File: src/rtl/mul_eval_pkg.sv
// Shared types, default widths and helpers for the multiplier error-evaluation blocks.
// Sibling evaluators import this package so state encoding and widths stay consistent.
package mul_eval_pkg;

   localparam int W_DEF     = 8;
   localparam int CNT_W_DEF = 24;
   localparam int ACC_W_DEF = 40;

   typedef enum logic [1:0] {
      IDLE = 2'd0,
      RUN  = 2'd1,
      DONE = 2'd2
   } state_t;

   // Unsigned |x - y|; the result always fits because both inputs are below 2^(2W).
   function automatic logic [2*W_DEF-1:0] abs_diff(input logic [2*W_DEF-1:0] x,
                                                   input logic [2*W_DEF-1:0] y);
      return (x >= y) ? (x - y) : (y - x);
   endfunction

endpackage

File: src/rtl/mul8_exact_ref.sv
// Purely combinational exact W x W reference multiplier.
// Kept standalone so the reference product can be swapped or reused by sibling evaluators.
module mul8_exact_ref #(
   parameter int W = 8
) (
   input  logic [W-1:0]   a,
   input  logic [W-1:0]   b,
   output logic [2*W-1:0] p
);

   assign p = {{W{1'b0}}, a} * {{W{1'b0}}, b};

endmodule

File: src/rtl/mul8_err_monitor.sv
// Error-characterisation stage behind an 8x8 approximate multiplier: recomputes the exact
// product per sample and accumulates sum of |error|, worst-case error and erroneous-sample count.
module mul8_err_monitor
   import mul_eval_pkg::*;
#(
   parameter int W     = W_DEF,
   parameter int CNT_W = CNT_W_DEF,
   parameter int ACC_W = ACC_W_DEF
) (
   input  logic             clk,
   input  logic             rst,
   input  logic             start,
   input  logic [CNT_W-1:0] num_samples,
   input  logic             in_valid,
   output logic             in_ready,
   input  logic [W-1:0]     a,
   input  logic [W-1:0]     b,
   input  logic [2*W-1:0]   p_approx,
   output logic             busy,
   output logic             done,
   output logic [ACC_W-1:0] sum_abs_err,
   output logic [2*W-1:0]   max_err,
   output logic [W-1:0]     max_a,
   output logic [W-1:0]     max_b,
   output logic [CNT_W-1:0] err_count,
   output logic [CNT_W-1:0] sample_count
);

   state_t           state, state_nxt;
   logic [CNT_W-1:0] target;
   logic             hs;
   logic             start_ok;
   logic             pipe_empty;

   logic             s1_valid, s2_valid;
   logic [W-1:0]     s1_a, s1_b, s2_a, s2_b;
   logic [2*W-1:0]   s1_p, s2_err, exact;
   logic [ACC_W:0]   sum_ext;

   // in_ready drops combinationally once the target is reached, so a held valid is refused.
   assign in_ready   = (state == RUN) && (sample_count < target);
   assign hs         = in_valid && in_ready;
   assign pipe_empty = !s1_valid && !s2_valid;
   assign busy       = (state == RUN);
   assign done       = (state == DONE);

   mul8_exact_ref #(.W(W)) u_exact_ref (
      .a (s1_a),
      .b (s1_b),
      .p (exact)
   );

   // One extra bit catches the carry that triggers saturation.
   assign sum_ext = {1'b0, sum_abs_err} + {{(ACC_W + 1 - 2*W){1'b0}}, s2_err};

   // NOTE: every signal written here gets a default first, so no path can infer a latch.
   always_comb begin
      state_nxt = state;
      start_ok  = 1'b0;
      case (state)
         IDLE, DONE: begin
            if (start) begin
               state_nxt = RUN;
               start_ok  = 1'b1;
            end
         end
         RUN: begin
            if ((sample_count == target) && pipe_empty) state_nxt = DONE;
         end
         default: state_nxt = IDLE;
      endcase
   end

   // NOTE: sequential state uses non-blocking assignments so every register samples pre-edge values.
   always_ff @(posedge clk) begin
      if (rst) begin
         state        <= IDLE;
         target       <= '0;
         s1_valid     <= 1'b0;
         s2_valid     <= 1'b0;
         sum_abs_err  <= '0;
         max_err      <= '0;
         max_a        <= '0;
         max_b        <= '0;
         err_count    <= '0;
         sample_count <= '0;
      end else begin
         state    <= state_nxt;
         s1_valid <= hs;
         s2_valid <= s1_valid;
         if (start_ok) begin
            target       <= num_samples;
            sum_abs_err  <= '0;
            max_err      <= '0;
            max_a        <= '0;
            max_b        <= '0;
            err_count    <= '0;
            sample_count <= '0;
         end else begin
            if (hs) sample_count <= sample_count + CNT_W'(1);
            if (s2_valid) begin
               sum_abs_err <= sum_ext[ACC_W] ? '1 : sum_ext[ACC_W-1:0];
               if (s2_err != '0) err_count <= err_count + CNT_W'(1);
               // Strictly greater: on ties the earliest sample keeps its operands.
               if (s2_err > max_err) begin
                  max_err <= s2_err;
                  max_a   <= s2_a;
                  max_b   <= s2_b;
               end
            end
         end
      end
   end

   // NOTE: datapath registers carry no reset; their valid bits gate every use of them.
   always_ff @(posedge clk) begin
      if (hs) begin
         s1_a <= a;
         s1_b <= b;
         s1_p <= p_approx;
      end
      if (s1_valid) begin
         s2_a   <= s1_a;
         s2_b   <= s1_b;
         s2_err <= abs_diff(exact, s1_p);
      end
   end

endmodule

File: config.mk
export PLATFORM = sky130hd
export DESIGN_NAME = mul8_err_monitor
export DESIGN_NICKNAME = d
export VERILOG_FILES = /design/src/rtl/mul_eval_pkg.sv /design/src/rtl/mul8_exact_ref.sv /design/src/rtl/mul8_err_monitor.sv
export SDC_FILE = /design/constraint.sdc
export NUM_CORES = 1
export LEC_CHECK = 0
export ABC_AREA = 1
export CORE_UTILIZATION = 55
export DETAILED_ROUTE_END_ITERATION = 10
export PLACE_DENSITY = 0.81
export SLEW_MARGIN = 20
export SYNTH_ARGS = -nofsm -noshare
export SYNTH_HDL_FRONTEND = slang
export SYNTH_SLANG_ARGS = --single-unit
export TNS_END_PERCENT = 100
File: constraint.sdc
create_clock -name clk -period 15.6 [get_ports clk]
set_clock_uncertainty 0.15 [all_clocks]
set_input_delay 3.12 -clock clk [delete_from_list [all_inputs] [get_ports clk]]
set_output_delay 3.12 -clock clk [all_outputs]
set_load 0.1 [all_outputs]
==> results of run 1 <==
==> registers in the layout, indices dropped and copies added (netlist names), 16 cells and up <==
signal and count:
s2_err 16, sample_count 24, sum_abs_err 40, target 24, s1_p 16, err_count 24
max_err 16
==> path summary, 6_finish.rpt <==
path / cells after the start / end / from
setup reg to reg: 27 / s2_err[13]$_DFFE_PP_ / s1_a[0]$_DFFE_PP_
setup / recovery: 9 / in_ready / sample_count[5]$_SDFFE_PP0P_
hold / removal: 2 / target[14]$_SDFFE_PP0P_ / target[14]$_SDFFE_PP0P_
hold reg to reg: 2 / target[14]$_SDFFE_PP0P_ / target[14]$_SDFFE_PP0P_
==> logic make-up (layout without fill, tap and decap cells) <==
group | after synthesis | after routing
AO/OA/AOI/OAI | 263 | 263
XOR/XNOR | 84 | 84
adder cells (fa/ha/maj) | 164 | 164
buffers and inverters | 432 | 591
flip-flops | 212 | 212
AND/OR/NAND/NOR | 1012 | 1012
==> through the flow <==
stage	total power [W]	hold slack, ns	std cells
global placement	0.00141	0.309	2658
detailed placement	0.00142	0.310	2658
floorplan	0.00125	0.271	2167
CTS	0.00208	0.323	2704
global route	0.00222	0.343	2704
finish	0.00208	0.320	2704
==> critical path: cells and delay by family, from the launching register on <==
family	cells	cell delay [ns]
flops	1	0.47
fa+ha+maj	1	0.30
simple gates	5	0.74
compound gates	1	0.13
buf+inv	2	1.19
==> report_power, final <==
part | internal (W) | total (W) | switching [W] | leakage, nW
sequential | 0.000606 | 0.000623 | 0.0000167 | 1.78
clock | 0.000420 | 0.000660 | 0.000240 | 0.446
combinational | 0.000278 | 0.000801 | 0.000523 | 6.08
total | 0.00130 | 0.00208 | 0.000779 | 8.31
==> layer usage <==
metal	wire length (um)	global-route usage	vias to the layer above	part of all wire
met3	2290	0.0340	74	0.058
met2	18900	0.462	473	0.47
met4	920	0.0768	0	0.023
met1	17700	0.370	6704	0.44
met5	0	0	-	0
li1	-	-	7210	-
==> synthesized netlist by cell type (2+ instances only) <==
master / number / area share
sky130_fd_sc_hd__nand2_1: 533 / 0.13
sky130_fd_sc_hd__inv_1: 341 / 0.082
sky130_fd_sc_hd__nor2_1: 203 / 0.049
sky130_fd_sc_hd__a21oi_1: 149 / 0.048
sky130_fd_sc_hd__dfxtp_1: 148 / 0.19
sky130_fd_sc_hd__ha_1: 125 / 0.10
sky130_fd_sc_hd__nand3_1: 95 / 0.030
sky130_fd_sc_hd__edfxtp_1: 64 / 0.12
sky130_fd_sc_hd__xor2_1: 59 / 0.033
sky130_fd_sc_hd__nand4_1: 47 / 0.019
sky130_fd_sc_hd__o21ai_0: 45 / 0.014
sky130_fd_sc_hd__clkbuf_1: 39 / 0.0094
sky130_fd_sc_hd__fa_1: 39 / 0.050
sky130_fd_sc_hd__nand3b_1: 36 / 0.017
sky130_fd_sc_hd__buf_2: 30 / 0.0096
sky130_fd_sc_hd__nor3_1: 30 / 0.0096
sky130_fd_sc_hd__xnor2_1: 25 / 0.014
sky130_fd_sc_hd__a211oi_1: 23 / 0.011
sky130_fd_sc_hd__nand2_2: 18 / 0.0072
sky130_fd_sc_hd__nor2_2: 18 / 0.0072
sky130_fd_sc_hd__a31oi_1: 13 / 0.0052
sky130_fd_sc_hd__inv_2: 11 / 0.0026
sky130_fd_sc_hd__o21bai_1: 10 / 0.0048
sky130_fd_sc_hd__nor3_2: 9 / 0.0058
sky130_fd_sc_hd__nor4_1: 8 / 0.0032
sky130_fd_sc_hd__o21ai_1: 6 / 0.0019
sky130_fd_sc_hd__nand3_2: 5 / 0.0032
sky130_fd_sc_hd__o21ai_2: 4 / 0.0022
sky130_fd_sc_hd__a21oi_2: 3 / 0.0017
sky130_fd_sc_hd__buf_4: 3 / 0.0014
sky130_fd_sc_hd__buf_6: 3 / 0.0022
sky130_fd_sc_hd__clkbuf_2: 3 / 0.00096
sky130_fd_sc_hd__nand2_4: 3 / 0.0022
sky130_fd_sc_hd__nor3b_1: 3 / 0.0014
sky130_fd_sc_hd__a21o_1: 2 / 0.00096
sky130_fd_sc_hd__nand4_4: 2 / 0.0027
sky130_fd_sc_hd__o21a_1: 2 / 0.00096
==> cell type report <==
cell class,instances,area [um^2]
clock buffers,32,672
inverters,353,1330
well taps,378,473
multi-input cells,1523,9060
repair buffers,192,1900
fillers,2382,9290
flip-flops and latches,212,4890
clock inverters,14,258
==> impl_metrics.tcl, run 1 <==
set metrics [dict create \
    outcome "completed" \
    yosys_warnings 0 \
    grt_setup_unrepaired "false" \
    async_flop_share 0 \
    detail_route.wirelength_um 39800 \
    cap_violations 0 \
    cts-resized-gates 0 \
    drtPass1Iterations 6 \
    post-route-util 0.667 \
    design_area_um2 18600 \
    muxShareOfSynthArea 0 \
    achievable-frequency_mhz 151 \
    dpl.hpwl_um 30400 \
    post_synthesis_xor_xnor_area_fraction 0.0471 \
    antenna-diode-count 0 \
    maxSlewHeadroom 0.304 \
    grt_start_max_net_pins 62 \
    numClockSinks 212 \
    holdCritPathClass "reg -> reg" \
    setup-tns-final_ns 0 \
    synth-compound-area-share 0.0944 \
    setup-violations-final 0 \
    pre_cts_slack_ns 9.45 \
    cts_post_setup_buffers_inserted 0 \
    die_width_um 171 \
    vias 14500 \
    worst-endpoint-required_ns 12.33 \
    synthSimpleGateAreaFrac 0.287 \
    critical_path_class "reg -> out" \
    cts_htree_levels 1 \
    drcViolationCount 0 \
    proportion_of_layout_cells_with_a_drive_suffix_above_1 0.0559 \
    grt_pass1_wl_um 65300 \
    ir_drop_mv 0.119 \
    clockBufferDepth 3 \
    cts_hold_buf 0 \
    yosys.cell_types.count 47 \
    postSynthNetCount 2391 \
    synthAdderAreaFrac 0.150 \
    antenna_violating_nets_post_route 0 \
    clk_pin_slew_worst_paths_ns 0.06 \
    vias_per_cell 5.35 \
    clock-root-buffer "sky130_fd_sc_hd__clkbuf_16" \
    synth_flop_cell "sky130_fd_sc_hd__dfxtp_1" \
    slowest_stage "sky130_fd_sc_hd__clkdlybuf4s50_1" \
    design.final.nets 2531 \
    mappedNetlistArea_um2 15600 \
    die_height_um 171 \
    largest_family_of_logic_cells_by_synthesized_area "simple AND/OR/NAND/NOR gates" \
    grt_antenna_before_repair 0 \
    worstSkewPairLatency_ns 0.54 \
    total_placed_instance_area_um2 17600 \
    critical_path.max_stage_delay_ns 1.12 \
    yosys_register_bits 212 \
    critPathMostFrequentCell "sky130_fd_sc_hd__nand2_1" \
    slew_violations 0 \
    syn-instance-count 2167 \
    syn_area_per_cell_um2 7.21 \
    report.final.hold_viol_count 0 \
    layout_min_cycle_time_ns 6.63 \
    drt_iter0_markers 1122 \
    tightest_slew_ns 1.04 \
    design.core.area_um2 27900 \
    ff2ff_setup_slack_ns 9.40 \
    p_per_area_nw_per_um2 112 \
    tritoncts "yes" \
    timing.final.ws_setup_ns 8.97 \
    cts_buffers 25 \
    floorplan.rows 61 \
    area_growth_pct 18.9 \
    overall_routing_resource_usage 0.275 \
    grt_pass1_vias 13600 \
    layout.cells.most_common "sky130_fd_sc_hd__nand2_1" \
    initial_utilization 0.561 \
    cp_cell_sequence "ha_1, a21oi_1, nor2_1, nor3_1, nand2_1, nand2_2, nand2_1, inv_1, clkdlybuf4s50_1" \
    layout_common_cells "sky130_fd_sc_hd__nand2_1, sky130_fd_sc_hd__inv_1, sky130_fd_sc_hd__nor2_1" \
    grt.overflow.total 0 \
    port_buffers 182 \
    critPathArrivalTime_ns 3.36 \
    synth_enable_flop_cells 64 \
    detail_route.wl_per_cell_um 14.7 \
    critPathCaptureType "output port" \
    critPathLaunchType "flop" \
    globalplace.congestion 0.968 \
    fp.dieArea_um2 29100 \
    cellLeakagePower_nw 8.31 \
    pin_count 183 \
    path_max_fanout 24 \
    yosysSeqAreaShare 0.313 \
    final_min_period_over_clock_period 0.425 \
]
Note: power is estimated with default switching activity, not from simulation.
==> run 2: changes to the inputs <==
--- a/config.mk
+++ b/config.mk
@@ -6,9 +6,9 @@
 export NUM_CORES = 1
 export LEC_CHECK = 0
 export ABC_AREA = 1
-export CORE_UTILIZATION = 55
+export CORE_UTILIZATION = 52
 export DETAILED_ROUTE_END_ITERATION = 10
-export PLACE_DENSITY = 0.81
+export PLACE_DENSITY = 0.8
 export SLEW_MARGIN = 20
 export SYNTH_ARGS = -nofsm -noshare
 export SYNTH_HDL_FRONTEND = slang
==> constraint.sdc (replaced) <==
create_clock -name clk -period 6 [get_ports clk]
set_clock_uncertainty 0.15 [all_clocks]
set_input_delay 1.2 -clock clk [delete_from_list [all_inputs] [get_ports clk]]
set_output_delay 1.2 -clock clk [all_outputs]
set_load 0.1 [all_outputs]
==> impl_metrics.tcl, run 2 (same netlist as run 1, synthesis figures left out) <==
set metrics [dict create \
    outcome "completed" \
    vias_per_cell 5.28 \
    vias 14500 \
    largest_reg_flops 40 \
    multiInputGateArea_um2 9160 \
    register_area_um2 4890 \
    die_width_um 175 \
    drcViolationCount 0 \
    dpl.hpwl_um 31700 \
    grt_pass1_vias 13500 \
    worst_r2r_path_depth 27 \
    worstSkewPairLatency_ns 0.53 \
    fp.dieArea_um2 30700 \
    p_total_w 0.00531 \
    clock_power_share 0.274 \
    cellLeakagePower_nw 8.39 \
    die_height_um 175 \
    numClockSinks 212 \
    achievable-frequency_mhz 174 \
    setup-violations-final 0 \
    count_of_fill_cells_added_during_filler_insertion 2681 \
    area_growth_pct 20.1 \
    hold-path-cell-count 2 \
    holdCritPathClass "reg -> reg" \
    port_buffers 182 \
    tritoncts "yes" \
    pin_count 183 \
    report.final.hold_viol_count 0 \
    design.core.area_um2 29600 \
    cts_buffers 25 \
    cap_violations 0 \
    clk_pin_slew_worst_paths_ns 0.06 \
    clock-root-buffer "sky130_fd_sc_hd__clkbuf_16" \
    layout_common_cells "sky130_fd_sc_hd__nand2_1, sky130_fd_sc_hd__inv_1, sky130_fd_sc_hd__nor2_1" \
    layout_min_cycle_time_ns 5.75 \
    critPathCaptureType "flop" \
    grt_start_max_net_pins 65 \
    tightest_slew_ns 1.05 \
    critPathArrivalTime_ns 5.87 \
    power_frac_comb 0.421 \
    critical_path_class "reg -> reg" \
    setup-tns-final_ns 0 \
    layout.cells.most_common "sky130_fd_sc_hd__nand2_1" \
    overall_routing_resource_usage 0.263 \
    drt_iter0_markers 1181 \
    grt.overflow.total 0 \
    grt_pass1_wl_um 66300 \
    p_sw_frac 0.386 \
    ir_drop_mv 0.255 \
    seq_power_share 0.305 \
    detail_route.wl_per_cell_um 15.1 \
    initial_utilization 0.528 \
    antenna-diode-count 0 \
    cts_hold_buf 0 \
    post-route-util 0.634 \
    design.final.nets 2560 \
    slew_violations 0 \
    worst-endpoint-required_ns 6.13 \
    grt_antenna_before_repair 0 \
    path_max_fanout 11 \
    antenna_violating_nets_post_route 0 \
    globalplace.congestion 0.975 \
    detail_route.wirelength_um 41400 \
    floorplan.rows 63 \
    maxSlewHeadroom 0.296 \
    clockBufferDepth 3 \
    p_per_area_nw_per_um2 283 \
    cell_internal_pwr_w 0.00326 \
    critPathLaunchType "flop" \
    cts_htree_levels 1 \
    proportion_of_layout_cells_with_a_drive_suffix_above_1 0.0722 \
    final_min_period_over_clock_period 0.958 \
    largest_register "sum_abs_err" \
    switching_power_w 0.00205 \
    drtPass1Iterations 7 \
]
run 2: cell types whose count changed in the layout (fill, tap and decap cells not counted), moves of 4 or more:
cell	change
sky130_fd_sc_hd__bufinv_16	-6
sky130_fd_sc_hd__buf_4	+28
sky130_fd_sc_hd__a21oi_2	+5
sky130_fd_sc_hd__ha_4	+5
sky130_fd_sc_hd__a21oi_1	-5
sky130_fd_sc_hd__ha_1	-6
sky130_fd_sc_hd__clkinv_2	+4
sky130_fd_sc_hd__o21ai_0	-5
run 2: path summary, 6_finish.rpt:
| check | start | to | slack [ns] |
|---|---|---|---|
| worst max register to register | s1_b[5]$_DFFE_PP_ | s2_err[5]$_DFFE_PP_ | 0.25 |
| worst min-delay path | target[0]$_SDFFE_PP0P_ | target[0]$_SDFFE_PP0P_ | 0.32 |
| worst min register to register | target[0]$_SDFFE_PP0P_ | target[0]$_SDFFE_PP0P_ | 0.32 |
| worst max-delay path | s1_b[5]$_DFFE_PP_ | s2_err[5]$_DFFE_PP_ | 0.25 |
run 2: per-layer routing:
layer | track usage | share of wire
met2 | 0.442 | 0.47
met3 | 0.0266 | 0.048
met5 | 0 | 0
met4 | 0.0736 | 0.025
met1 | 0.359 | 0.45
run 2: per-stage QoR:
step / instance area, um^2 / setup WS (ns) / hold WS, ns / instances
global route: 18800 / -0.0501 / 0.342 / 2744
detailed placement: 17800 / 0.0221 / 0.314 / 2684
finish: 18800 / 0.254 / 0.320 / 2744
floorplan: 15600 / 0.338 / 0.271 / 2167
CTS: 18500 / 0.00637 / 0.325 / 2729
global placement: 17800 / 0.161 / 0.309 / 2684
run 2: layout make-up:
type | instances | share of cell area
Sequential cell | 212 | 0.261
Timing Repair Buffer | 221 | 0.113
Clock buffer | 36 | 0.0378
Inverter | 353 | 0.0708
Multi-Input combinational cell | 1523 | 0.488
Clock inverter | 9 | 0.00380
Tap cell | 390 | 0.0260
run 2: worst max-delay path: stages, from the launching register on:
cell,delay [ns]
sky130_fd_sc_hd__edfxtp_1,0.51
sky130_fd_sc_hd__nand2_2,0.10
sky130_fd_sc_hd__fa_1,0.51
sky130_fd_sc_hd__fa_1,0.56
sky130_fd_sc_hd__inv_1,0.06
sky130_fd_sc_hd__fa_1,0.54
sky130_fd_sc_hd__inv_1,0.06
sky130_fd_sc_hd__fa_1,0.53
sky130_fd_sc_hd__inv_1,0.07
sky130_fd_sc_hd__ha_4,0.29
sky130_fd_sc_hd__nand2_1,0.09
sky130_fd_sc_hd__nor2_2,0.12
sky130_fd_sc_hd__a21oi_1,0.10
sky130_fd_sc_hd__or2_2,0.29
sky130_fd_sc_hd__nand2_1,0.07
sky130_fd_sc_hd__nand2_1,0.05
sky130_fd_sc_hd__nand2_1,0.10
sky130_fd_sc_hd__inv_1,0.07
sky130_fd_sc_hd__ha_4,0.24
sky130_fd_sc_hd__inv_1,0.07
sky130_fd_sc_hd__o21ai_0,0.10
sky130_fd_sc_hd__nand2_1,0.07
sky130_fd_sc_hd__a21oi_1,0.07
sky130_fd_sc_hd__nor3_2,0.26
sky130_fd_sc_hd__nand2_4,0.12
sky130_fd_sc_hd__buf_4,0.19
sky130_fd_sc_hd__nand2_1,0.07
sky130_fd_sc_hd__nand2_1,0.05
run 2: what timing repair did:
action / CTS / global route
setup buffers: 0 / 15
setup endpoints to repair: 0 / 15
resized for setup: 0 / 22
run 2: power by group through the flow:
stage | clock (W) | combinational (W) | sequential [W]
after CTS | 0.00148 | 0.00210 | 0.00162
after global placement | 0 | 0.00206 | 0.00165
after floorplan | 0 | 0.00157 | 0.00166
after global routing | 0.00154 | 0.00250 | 0.00162
final | 0.00145 | 0.00223 | 0.00162
after detailed placement | 0 | 0.00209 | 0.00165
==> run 3: changes to the inputs <==
--- a/config.mk
+++ b/config.mk
@@ -6,6 +6,7 @@
 export NUM_CORES = 1
 export LEC_CHECK = 0
 export ABC_AREA = 1
+export CORE_MARGIN = 5
 export CORE_UTILIZATION = 52
 export DETAILED_ROUTE_END_ITERATION = 10
 export PLACE_DENSITY = 0.8
==> impl_metrics.tcl, run 3 (same netlist as run 1, synthesis figures left out) <==
set metrics [dict create \
    outcome "completed" \
    final_min_period_over_clock_period 0.963 \
    report.final.hold_viol_count 0 \
    pin_count 183 \
    grt_antenna_before_repair 0 \
    vias 14500 \
    cts_buffers 25 \
    maxSlewHeadroom 0.292 \
    worstSkewPairLatency_ns 0.54 \
    cts_hold_buf 0 \
    antenna_violating_nets_post_route 0 \
    fp.dieArea_um2 33600 \
    post-route-util 0.636 \
    globalplace.congestion 0.990 \
    design.final.nets 2561 \
    clock-root-buffer "sky130_fd_sc_hd__clkbuf_16" \
    vias_per_cell 5.30 \
    largest_reg_flops 40 \
    clockBufferDepth 3 \
    die_width_um 183 \
    slew_violations 0 \
    largest_register "sum_abs_err" \
    crit_path_leading_delay_family "adder cells" \
    tritoncts "yes" \
    grt_start_max_net_pins 65 \
    ir_drop_mv 0.288 \
    critPathMostFrequentCell "sky130_fd_sc_hd__nand2_1" \
    critPathLaunchType "flop" \
    detail_route.wirelength_um 42800 \
    proportion_of_layout_cells_with_a_drive_suffix_above_1 0.0756 \
    path_max_fanout 14 \
    holdCritPathClass "reg -> reg" \
    cts_htree_levels 1 \
    cellLeakagePower_nw 8.43 \
    grt_pass1_wl_um 69400 \
    slowest_stage "sky130_fd_sc_hd__fa_1" \
    clk_pin_slew_worst_paths_ns 0.06 \
    drcViolationCount 0 \
    layout.cells.most_common "sky130_fd_sc_hd__nand2_1" \
    overall_routing_resource_usage 0.247 \
    dpl.hpwl_um 33200 \
    grt.overflow.total 0 \
    port_buffers 182 \
    antenna-diode-count 0 \
    critical_path_class "reg -> reg" \
    layout_min_cycle_time_ns 5.78 \
    cap_violations 0 \
    critPathArrivalTime_ns 5.92 \
    worst-endpoint-required_ns 6.14 \
    die_height_um 183 \
    drtPass1Iterations 6 \
    critPathCaptureType "flop" \
    critPathBufInv 7 \
    floorplan.rows 63 \
    design.core.area_um2 29600 \
    numClockSinks 212 \
    detail_route.wl_per_cell_um 15.6 \
    initial_utilization 0.527 \
    setup-violations-final 0 \
    p_per_area_nw_per_um2 287 \
    hold_ws_ns 0.322 \
    tightest_slew_ns 1.06 \
    drt_iter0_markers 909 \
    grt_pass1_vias 13800 \
    critical_path.max_stage_delay_ns 0.55 \
    area_growth_pct 20.7 \
    achievable-frequency_mhz 173 \
    layout_common_cells "sky130_fd_sc_hd__nand2_1, sky130_fd_sc_hd__inv_1, sky130_fd_sc_hd__nor2_1" \
]
run 3: cell count changes in the layout (fill, tap and decap cells not counted), moves of 2 or more:
cell                        previous run  this run
sky130_fd_sc_hd__nor2_1              199       196
sky130_fd_sc_hd__clkbuf_1              8         4
sky130_fd_sc_hd__clkinv_2              5         3
sky130_fd_sc_hd__bufinv_16             1         3
sky130_fd_sc_hd__nor2_2               20        23
sky130_fd_sc_hd__clkinv_1              3         6
sky130_fd_sc_hd__inv_6                 0         2
sky130_fd_sc_hd__o21ai_1               9         7
sky130_fd_sc_hd__o21ai_2               5         7
run 3: final timing paths:
| check | depth (start not counted) | slack [ns] | startpoint | end |
|---|---|---|---|---|
| worst max register to register | 28 | 0.22 | s1_b[2]$_DFFE_PP_ | s2_err[9]$_DFFE_PP_ |
| worst min register to register | 2 | 0.32 | target[12]$_SDFFE_PP0P_ | target[12]$_SDFFE_PP0P_ |
| worst max-delay path | 28 | 0.22 | s1_b[2]$_DFFE_PP_ | s2_err[9]$_DFFE_PP_ |
| worst min-delay path | 2 | 0.32 | target[12]$_SDFFE_PP0P_ | target[12]$_SDFFE_PP0P_ |
run 3: metrics by stage:
step                setup TNS, ns  setup slack (ns)  total power (W)  std cells  cell area [um^2]
floorplan                       0             0.338          0.00324       2167             15600
global placement                0             0.186          0.00371       2685             17800
detailed placement              0            0.0912          0.00374       2685             17800
CTS                             0            0.0500          0.00530       2731             18600
global route               -0.105           -0.0242          0.00577       2746             18800
finish                          0             0.224          0.00540       2746             18800
run 3: report_power, final:
| group | switching, W | internal (W) |
|---|---|---|
| combinational | 0.00141 | 0.000822 |
| sequential | 0.0000426 | 0.00158 |
| clock | 0.000622 | 0.000930 |
run 3: layout make-up:
cell class / instances / area (um^2)
Tap cell: 390 / 488
Clock buffer: 32 / 682
Timing Repair Buffer: 222 / 2130
Multi-Input combinational cell: 1523 / 9190
Sequential cell: 212 / 4890
Clock inverter: 14 / 150
Fill cell: 2661 / 10800
Inverter: 353 / 1330
run 3: tightest hold or removal path, delay by kind of cell, from the launching register on:
kind | cells | cell delay [ns]
DFF | 1 | 0.29
buffers and inverters | 1 | 0.06
AOI/OAI and AO/OA | 1 | 0.07
run 3: what timing repair did:
item | CTS | global route
gates resized for setup | 0 | 27
endpoints found under the setup margin | 0 | 15
setup buffers | 0 | 15
run 3: layer usage:
layer / vias up / routed length, um / GRT usage
met3: 79 / 2270 / 0.0305
met4: 0 / 1080 / 0.0694
met1: 6794 / 18900 / 0.333
li1: 7270 / - / -
met5: - / 0 / 0
met2: 399 / 20500 / 0.421
